**src/rtl/clk_recover_acq_ctrl.sv**
```systemverilog
`default_nettype none
// ============================================================================
// Module   : clk_recover_acq_ctrl
// Purpose  : Acquisition and lock controller for the NCO-based clock-recovery
//            datapath. Sweeps the NCO frequency word over a programmed range,
//            clears the NCO phase on every step, scores rx-edge phases, and
//            declares / tracks / drops lock.
// Ports    : clk, rst        - clock, synchronous active-high reset
//            enable          - run acquisition; low forces IDLE
//            edgeStrobe      - one-cycle pulse per detected rx transition
//            edgePhase       - NCO phase at that transition (two's complement)
//            freqWord        - frequency word to the NCO
//            ncoClear        - one-cycle NCO phase clear (coincides with LOAD)
//            locked          - lock status
//            sweepWrap       - pulse when the sweep wraps back to FREQ_MIN
//            lockLost        - pulse on the TRACK-to-LOAD transition
//            state           - IDLE=0, LOAD=1, DWELL=2, TRACK=3
// Revision : 1.0 - initial release
// ============================================================================
module clk_recover_acq_ctrl #(
    parameter int PHASE_WIDTH  = 16,
    parameter int FREQ_MIN     = 2,
    parameter int FREQ_MAX     = 64,
    parameter int FREQ_STEP    = 2,
    parameter int DWELL_EDGES  = 32,
    parameter int LOCK_COUNT   = 24,
    parameter int LOCK_THRESH  = 4096,
    parameter int UNLOCK_COUNT = 8,
    parameter int TIMEOUT      = 4096
) (
    input  logic                   clk,
    input  logic                   rst,
    input  logic                   enable,
    input  logic                   edgeStrobe,
    input  logic [PHASE_WIDTH-1:0] edgePhase,
    output logic [PHASE_WIDTH-1:0] freqWord,
    output logic                   ncoClear,
    output logic                   locked,
    output logic                   sweepWrap,
    output logic                   lockLost,
    output logic [1:0]             state
);

    localparam logic [1:0] c_IDLE  = 2'd0;
    localparam logic [1:0] c_LOAD  = 2'd1;
    localparam logic [1:0] c_DWELL = 2'd2;
    localparam logic [1:0] c_TRACK = 2'd3;

    localparam int c_EW = $clog2(DWELL_EDGES + 1);
    localparam int c_BW = $clog2(UNLOCK_COUNT + 1);
    localparam int c_IW = $clog2(TIMEOUT + 1);

    localparam logic [c_EW-1:0]        c_DWELL_EDGES  = c_EW'(DWELL_EDGES);
    localparam logic [c_EW-1:0]        c_LOCK_COUNT   = c_EW'(LOCK_COUNT);
    localparam logic [c_BW-1:0]        c_UNLOCK_COUNT = c_BW'(UNLOCK_COUNT);
    localparam logic [c_IW-1:0]        c_TIMEOUT      = c_IW'(TIMEOUT);
    localparam logic [c_IW-1:0]        c_TIMEOUT_M1   = c_IW'(TIMEOUT - 1);
    localparam logic [31:0]            c_LOCK_THRESH  = 32'(LOCK_THRESH);
    localparam logic [PHASE_WIDTH-1:0] c_FREQ_MIN     = PHASE_WIDTH'(FREQ_MIN);
    localparam logic [PHASE_WIDTH:0]   c_FREQ_MAX     = (PHASE_WIDTH+1)'(FREQ_MAX);
    localparam logic [PHASE_WIDTH:0]   c_FREQ_STEP    = (PHASE_WIDTH+1)'(FREQ_STEP);
    localparam logic [PHASE_WIDTH-1:0] c_MOST_NEG     = {1'b1, {(PHASE_WIDTH-1){1'b0}}};
    localparam logic [PHASE_WIDTH-1:0] c_MOST_POS     = {1'b0, {(PHASE_WIDTH-1){1'b1}}};

    logic [c_EW-1:0]        r_edge_cnt;
    logic [c_EW-1:0]        r_good_cnt;
    logic [c_BW-1:0]        r_bad_run;
    logic [c_IW-1:0]        r_idle_cnt;

    logic [PHASE_WIDTH-1:0] w_mag;
    logic                   w_good;
    logic                   w_timeout;
    logic [c_EW-1:0]        w_edge_next;
    logic [c_EW-1:0]        w_good_next;
    logic [c_BW-1:0]        w_bad_next;
    logic [PHASE_WIDTH:0]   w_step_sum;
    logic                   w_step_wrap;
    logic [PHASE_WIDTH-1:0] w_step_freq;

    // |edgePhase|; the most negative code has no positive twin, so it
    // saturates to the largest positive magnitude.
    always_comb begin
        w_mag = edgePhase;
        if (edgePhase == c_MOST_NEG) begin
            w_mag = c_MOST_POS;
        end else if (edgePhase[PHASE_WIDTH-1]) begin
            w_mag = -edgePhase;
        end
    end

    assign w_good      = (32'(w_mag) < c_LOCK_THRESH);
    // An edge arriving in the would-be timeout cycle keeps the signal alive.
    assign w_timeout   = (r_idle_cnt == c_TIMEOUT_M1) && !edgeStrobe;
    assign w_edge_next = r_edge_cnt + 1'b1;
    assign w_good_next = r_good_cnt + {{(c_EW-1){1'b0}}, w_good};
    assign w_bad_next  = r_bad_run + 1'b1;

    // Sweep step evaluated one bit wider so a step near full scale cannot
    // overflow past FREQ_MAX unnoticed.
    assign w_step_sum  = {1'b0, freqWord} + c_FREQ_STEP;
    assign w_step_wrap = (w_step_sum > c_FREQ_MAX);
    assign w_step_freq = w_step_wrap ? c_FREQ_MIN : w_step_sum[PHASE_WIDTH-1:0];

    // Loss-of-signal counter, saturating so it never wraps back below the
    // timeout point.
    always_ff @(posedge clk) begin
        if (rst) begin
            r_idle_cnt <= '0;
        end else if (edgeStrobe || state == c_IDLE || state == c_LOAD) begin
            r_idle_cnt <= '0;
        end else if (r_idle_cnt != c_TIMEOUT) begin
            r_idle_cnt <= r_idle_cnt + 1'b1;
        end
    end

    always_ff @(posedge clk) begin
        if (rst) begin
            state      <= c_IDLE;
            freqWord   <= c_FREQ_MIN;
            ncoClear   <= 1'b0;
            locked     <= 1'b0;
            sweepWrap  <= 1'b0;
            lockLost   <= 1'b0;
            r_edge_cnt <= '0;
            r_good_cnt <= '0;
            r_bad_run  <= '0;
        end else begin
            ncoClear  <= 1'b0;
            sweepWrap <= 1'b0;
            lockLost  <= 1'b0;
            if (!enable) begin
                state    <= c_IDLE;
                freqWord <= c_FREQ_MIN;
                locked   <= 1'b0;
            end else begin
                case (state)
                    c_IDLE: begin
                        freqWord <= c_FREQ_MIN;
                        locked   <= 1'b0;
                        state    <= c_LOAD;
                        ncoClear <= 1'b1;
                    end
                    c_LOAD: begin
                        r_edge_cnt <= '0;
                        r_good_cnt <= '0;
                        r_bad_run  <= '0;
                        state      <= c_DWELL;
                    end
                    c_DWELL: begin
                        if (edgeStrobe) begin
                            r_edge_cnt <= w_edge_next;
                            r_good_cnt <= w_good_next;
                            if (w_edge_next == c_DWELL_EDGES) begin
                                if (w_good_next >= c_LOCK_COUNT) begin
                                    state  <= c_TRACK;
                                    locked <= 1'b1;
                                end else begin
                                    state     <= c_LOAD;
                                    ncoClear  <= 1'b1;
                                    freqWord  <= w_step_freq;
                                    sweepWrap <= w_step_wrap;
                                end
                            end
                        end else if (w_timeout) begin
                            state     <= c_LOAD;
                            ncoClear  <= 1'b1;
                            freqWord  <= w_step_freq;
                            sweepWrap <= w_step_wrap;
                        end
                    end
                    default: begin // c_TRACK
                        if (edgeStrobe) begin
                            if (w_good) begin
                                r_bad_run <= '0;
                            end else begin
                                r_bad_run <= w_bad_next;
                                if (w_bad_next == c_UNLOCK_COUNT) begin
                                    state    <= c_LOAD;
                                    ncoClear <= 1'b1;
                                    locked   <= 1'b0;
                                    lockLost <= 1'b1;
                                end
                            end
                        end else if (w_timeout) begin
                            state    <= c_LOAD;
                            ncoClear <= 1'b1;
                            locked   <= 1'b0;
                            lockLost <= 1'b1;
                        end
                    end
                endcase
            end
        end
    end

endmodule
`default_nettype wire

```
**config.mk**
```make
export PLATFORM = sky130hd
export DESIGN_NAME = clk_recover_acq_ctrl
export DESIGN_NICKNAME = d
export VERILOG_FILES = /design/src/rtl/clk_recover_acq_ctrl.sv
export SDC_FILE = /design/constraint.sdc
export NUM_CORES = 1
export LEC_CHECK = 0
export CAP_MARGIN = 20
export CORE_AREA = 2 2 81 122
export CTS_CLUSTER_SIZE = 24
export DETAILED_ROUTE_END_ITERATION = 12
export DIE_AREA = 0 0 83 124
export SETUP_SLACK_MARGIN = 0.3
export SLEW_MARGIN = 0
export SYNTH_ARGS = -nofsm -noshare
export SYNTH_HDL_FRONTEND = slang
export SYNTH_SLANG_ARGS = --single-unit
```
**constraint.sdc**
```tcl
create_clock -name clk -period 6.2 [get_ports clk]
set_clock_uncertainty 0.15 [all_clocks]
set_input_delay 1.24 -clock clk [delete_from_list [all_inputs] [get_ports clk]]
set_output_delay 1.24 -clock clk [all_outputs]
set_load 0.03 [all_outputs]
```
### Yosys cells after proc, flatten, opt, wreduce, memory -nomap -nowiden

Cells that the tools add are included.

| word-level totals | value |
|---|---|
| output and inout bits | 22 |
| bits in registers | 51 |

| operators by class | value |
|---|---|
| bitwise logic cells | 4 |
| $lt $le $gt $ge | 3 |
| mux-type cells | 43 |
| add/sub/neg operators | 6 |
| reduce and logical (&&, ||, !) cells | 19 |
| equal/unequal tests | 17 |

Operator list:

| operator | number |
|---|---|
| 16-bit 2-to-1 mux | 7 |
| 16-bit case mux with 2 select lines | 1 |
| 6-bit case mux with 2 select lines | 2 |
| 1-bit 2-to-1 mux | 18 |
| 16-bit by 2-bit adder with 17-bit output (second input constant) | 1 |
| 17-bit by 7-bit greater-than comparator with 1-bit output (second input constant) | 1 |
| 16-bit == test (second input constant) | 1 |
| 16-bit by 13-bit less-than comparator with 1-bit output (second input constant) | 1 |
| 16-bit negation | 1 |
| 2-bit 2-to-1 mux | 7 |
| 13-bit by 1-bit adder with 13-bit output (second input constant) | 1 |
| 13-bit by 12-bit == test with 1-bit output (second input constant) | 1 |
| 13-bit inequality test (second input constant) | 1 |
| 6-bit 2-to-1 mux | 2 |
| 3-bit inequality test (second input constant) | 3 |
| 3-bit AND reduction | 3 |
| 4-bit 2-to-1 mux | 2 |
| 4-bit case mux with 2 select lines | 1 |
| 7-bit AND reduction | 1 |
| 6-bit by 1-bit adder with 6-bit output | 1 |
| 6-bit by 1-bit adder with 6-bit output (second input constant) | 1 |
| 6-bit == test (second input constant) | 1 |
| 6-bit by 5-bit >= comparator with 1-bit output (second input constant) | 1 |
| 2-bit inequality test (second input constant) | 3 |
| 21 further kinds | 30 |

### Logic depth before layout (Yosys ltp)

| logic depth | value |
|---|---|
| word-level depth | 10 |
| depth in mapped cells | 12 |

### Worst setup path after synthesis

No wires, ideal clock.

| path | value |
|---|---|
| kind | input to register |
| start point | input edgePhase[3] |
| end point | register freqWord[6] |
| library setup time | 0.122 ns |
| cell stages on the path | 11 |
| path buffers | 0 |
| slack | 2.312 ns |
| arrival time | 3.616 ns |
| cell sequence | nor4_1 -> and3_1 -> o21ai_0 -> ha_1 -> ha_1 -> a21bo_2 -> a221o_1 -> o2111a_1 -> o31ai_2 -> nor3_2 -> a221o_1 |

| between the ends | value |
|---|---|
| cells in the longest elaborated chain, start to end | 8 |

RTL lines:

| item | line | text |
|---|---|---|
| start, declared | 35 | `input logic [PHASE_WIDTH-1:0] edgePhase,` |
| 16-bit negation | 87 | `w_mag = -edgePhase;` |
| 16-bit 2-to-1 mux | 86 | `end else if (edgePhase[PHASE_WIDTH-1]) begin` |
| 16-bit 2-to-1 mux (*) | 84 | `if (edgePhase == c_MOST_NEG) begin` |
| 16-bit by 13-bit less-than comparator with 1-bit output (*) | 91 | `assign w_good = (32'(w_mag) < c_LOCK_THRESH);` |
| 6-bit by 1-bit adder with 6-bit output (*) | 95 | `assign w_good_next = r_good_cnt + {{(c_EW-1){1'b0}}, w_good};` |
| 6-bit by 5-bit >= comparator with 1-bit output (*) | 154 | `if (w_good_next >= c_LOCK_COUNT) begin` |
| 3-bit inequality test (no source line) (*) | n/a |  |
| 4-bit AND reduction (no source line) (*) | n/a |  |
| end signal, assigned | 119 | `freqWord <= c_FREQ_MIN;` |
| end signal, assigned | 160 | `freqWord <= w_step_freq;` |
| end signal, assigned | 167 | `freqWord <= w_step_freq;` |
| end, declared | 36 | `output logic [PHASE_WIDTH-1:0] freqWord,` |

Mark *: on every way between the ends. The rest lies on a longest branch, timed or not.
A chain may end at the register's enable or synchronous reset.

### Final worst setup path

| path | value |
|---|---|
| start point | input edgePhase[11] |
| end point | register freqWord[6] |

Same word-level chain as after synthesis.

==> results.json <==
{
  "critical_path_required_ps": 6220,
  "run_status": "finished clean",
  "grt_setup_unrepaired": "no",
  "post-route-cell-area_sq_mm": 0.003292,
  "via_count_of_the_first_global_routing_pass": 2230,
  "diodes": 0,
  "finish.net_count": 371,
  "timing_max_transition_violations_final": 0,
  "total_leakage_power_nw": 1.136,
  "cts_num_sinks": 50,
  "drive_above_1_share": 0.06686,
  "number_of_max_cap_violations": 0,
  "synth_fa_ha_area_frac": 0.03340,
  "core.rowCount": 43,
  "final_antenna_net_count": 0,
  "numCtsBuffers": 5,
  "post_synth_and_or_nand_nor_area_fraction": 0.3211,
  "r2r.worst_path.cells": 7,
  "syn2layout_area_growth_pct": 25.52,
  "slowest_delay_ps": 420,
  "detail_route.wirelength_microns": 5769,
  "synth_top_family_by_area": "simple AND/OR/NAND/NOR gates",
  "power.ir.vdd_worst_mv": 0.1137,
  "number_of_stages_on_the_worst_hold_path": 2,
  "cts.repair_timing.setup_buffer_count": 0,
  "synth.yosys.warnings": 0,
  "clock_tree.buffer_depth": 2,
  "synth-xor-area-share": 0.05344,
  "detailedRoute.firstIterationViolations": 122,
  "endpoint_kind": "flip-flop",
  "final.period_utilization": 0.7033,
  "drt_first_pass_iters": 4,
  "globalRouteOverflowTotal": 0,
  "port-buffer-count": 40,
  "r2r_start": "r_idle_cnt[0]",
  "cp.arrival_ps": 4380,
  "worstHoldEndpoint": "r_good_cnt[0]",
  "avgViaCountPerCell": 5.132,
  "synthesis.instances": 306,
  "clkSlewWorstSetupHoldPaths_ps": 60,
  "start_util": 0.2851,
  "post_cts_hold_buffer_count": 0,
  "path_delay_family": "compound AO/OA/AOI/OAI gates",
  "antenna_found_initial": 0,
  "die_area_sq_mm": 0.01029,
  "gpl.final_weighted_congestion": 0.8279,
  "ports_placed_on_the_boundary": 42,
  "floorplan.die.height_microns": 124,
  "globalRouteTotalUtil": 0.1147,
  "timing.rr.end": "freqWord[6]",
  "hold_path_start": "r_good_cnt[0]",
  "worst_skew_pair_later_pin_latency_ps": 280,
  "area.sequential_sq_mm": 0.001001,
  "clk_root_buffer_cell": "sky130_fd_sc_hd__clkbuf_16",
  "seq_area_frac_synth": 0.3817,
  "maximum_number_of_pins_on_one_net_before_global_route_repair": 19,
  "design.core.area_sq_mm": 0.009200,
  "critical_path_top_delay_cell": "sky130_fd_sc_hd__o31ai_2",
  "syn-cell-area_sq_mm": 0.002623,
  "postSynthNetCount": 333,
  "synth-compound-area-share": 0.1703,
  "synth.mux.area_fraction": 0.01193,
  "maximum_fanout_along_the_worst_path": 5,
  "finalWorstPathRequiredPeriod_ps": 4360,
  "timing_worst_setup_path_type": "input pin to flip-flop",
  "wire_per_inst_microns": 12.65,
  "synth.lib_cells_used.distinct": 56,
  "worst_slew_pin_slew_ps": 652.2,
  "ys_async_sr_fraction": 0,
  "holdCritPathClass": "flip-flop to flip-flop",
  "finalSetupTns_ps": 0,
  "setup_viol_count_final": 0,
  "critPathLaunchType": "input pin",
  "reg2reg_slack_ps": 3580,
  "multi_input_area_sq_mm": 0.001551,
  "timing.slew.headroom": 0.5639,
  "max_clock_freq_mhz": 229.3,
  "path_buf_inv": 1,
  "postSynthRegisterBits": 50,
  "remaining_drc_errors": 0,
  "cts_htree_levels": 2,
  "cts_resized": 0,
  "final_hpwl_from_detailed_placement_microns": 4352,
  "die_w_microns": 83,
  "total_power_mw": 0.6707,
  "num-fill-cells": 926,
  "synth_edf_count": 0,
  "power-per-cell-area_mw_per_mm2": 203.7,
  "postSynthAreaPerCell_sq_um": 8.570,
  "tritoncts": "done",
  "final_hold_viol_count": 0,
  "timing.critical_path.cells": "clkdlybuf4s50_1, nor4_1, and3_1, o21ai_0, ha_1, ha_1, a21bo_2, a221o_1, o2111a_1, o31ai_2, nor3_2, a221o_1",
  "via_count": 2340,
  "synth_top_flop_cell": "sky130_fd_sc_hd__dfxtp_1",
  "post_dp_cell_area_sq_mm": 0.003123,
  "wire_length_of_the_first_global_routing_pass_microns": 9825
}
-- cell type report --
type / count / area share
multi-input combinational: 239 / 0.4713
sequential: 50 / 0.3041
timing repair buffer: 40 / 0.1216
tap: 112 / 0.04257
clock buffer: 6 / 0.04219
clock inverter: 1 / 0.009122
inverter: 8 / 0.009122
-- layout by cell type, fill, tap and decap left out, drive strengths merged, types with 6 or more instances in the layout --
cell type / Yosys / final
dfxtp: 50 / 50
clkdlybuf4s50: 0 / 40
nor2: 33 / 33
nand2: 27 / 27
nand3: 14 / 14
a21oi: 13 / 13
and2: 12 / 12
nor3: 12 / 12
o21ai: 10 / 10
xor2: 10 / 10
nor4: 9 / 9
and3: 9 / 9
inv: 8 / 8
nand2b: 7 / 7
ha: 7 / 7
xnor2: 6 / 6
clkbuf: 6 / 6
nand4: 6 / 6
-- per-layer routing --
layer,GRT usage,wire (microns)
met1,0.1258,2559
met2,0.2167,2954
met3,0.02518,198
met4,0.04098,56
met5,0,0
-- tightest hold or removal path: stages, from the launching register on --
cell and delay (ps):
sky130_fd_sc_hd__dfxtp_1 320, sky130_fd_sc_hd__nand2_1 50, sky130_fd_sc_hd__a21oi_1 50
-- worst max-delay path by stage --
stage	start	end	slack (ps)	cells after the start
3_5_place_dp	edgePhase[11]	freqWord[6]	1550	12
4_1_cts	edgePhase[11]	freqWord[6]	1820	12
5_1_grt	edgePhase[10]	freqWord[6]	1670	12
3_3_place_gp	edgePhase[11]	freqWord[6]	1650	12
6_report	edgePhase[11]	freqWord[6]	1840	12
2_1_floorplan	edgePhase[3]	freqWord[6]	2310	11
-- cells by family (layout without fill, tap and decap cells) --
| family | Yosys count | after routing |
|---|---|---|
| simple gates | 152 | 152 |
| other cells | 1 | 1 |
| compound gates | 60 | 60 |
| mux | 3 | 3 |
| buf+inv | 17 | 55 |
| xor+xnor | 16 | 16 |
| fa+ha+maj | 7 | 7 |
| flops | 50 | 50 |
-- metrics by stage --
step                instances  worst slack (ps)  hold slack (ps)  utilization
floorplan                 306              2312            286.2            -
global placement          449              1654            300.7       0.3395
detailed placement        449              1550            304.7       0.3395
CTS                       456              1823            313.4       0.3578
global route              456              1668            342.9       0.3578
finish                    456              1840            314.1       0.3578
-- where the power goes --
| part | total [mW] | switching (mW) | internal [mW] | leakage (nW) |
|---|---|---|---|---|
| Clock | 0.311 | 0.112 | 0.199 | 0.0829 |
| Sequential | 0.325 | 0.00241 | 0.323 | 0.403 |
| Combinational | 0.0343 | 0.0171 | 0.0172 | 0.650 |
| Total | 0.671 | 0.132 | 0.539 | 1.14 |
-- sequential cells by signal (all words and copies together) (netlist names) --
signal      count
r_edge_cnt      6
r_bad_run       4
locked          1
ncoClear        1
freqWord       15
r_idle_cnt     13
lockLost        1
state           2
r_good_cnt      6
sweepWrap       1
-- Yosys cell counts, drive strengths merged, types with 7 or more instances --
cell    number  area share
a21oi       13       0.025
and2        12       0.029
and3         9       0.022
dfxtp       50        0.38
ha           7       0.033
inv          8       0.011
nand2       27       0.039
nand2b       7       0.017
nand3       14       0.029
nor2        33       0.047
nor3        12       0.025
nor4         9       0.024
o21ai       10       0.019
xor2        10       0.033
No activity file was read; power rests on OpenSTA's default activity.
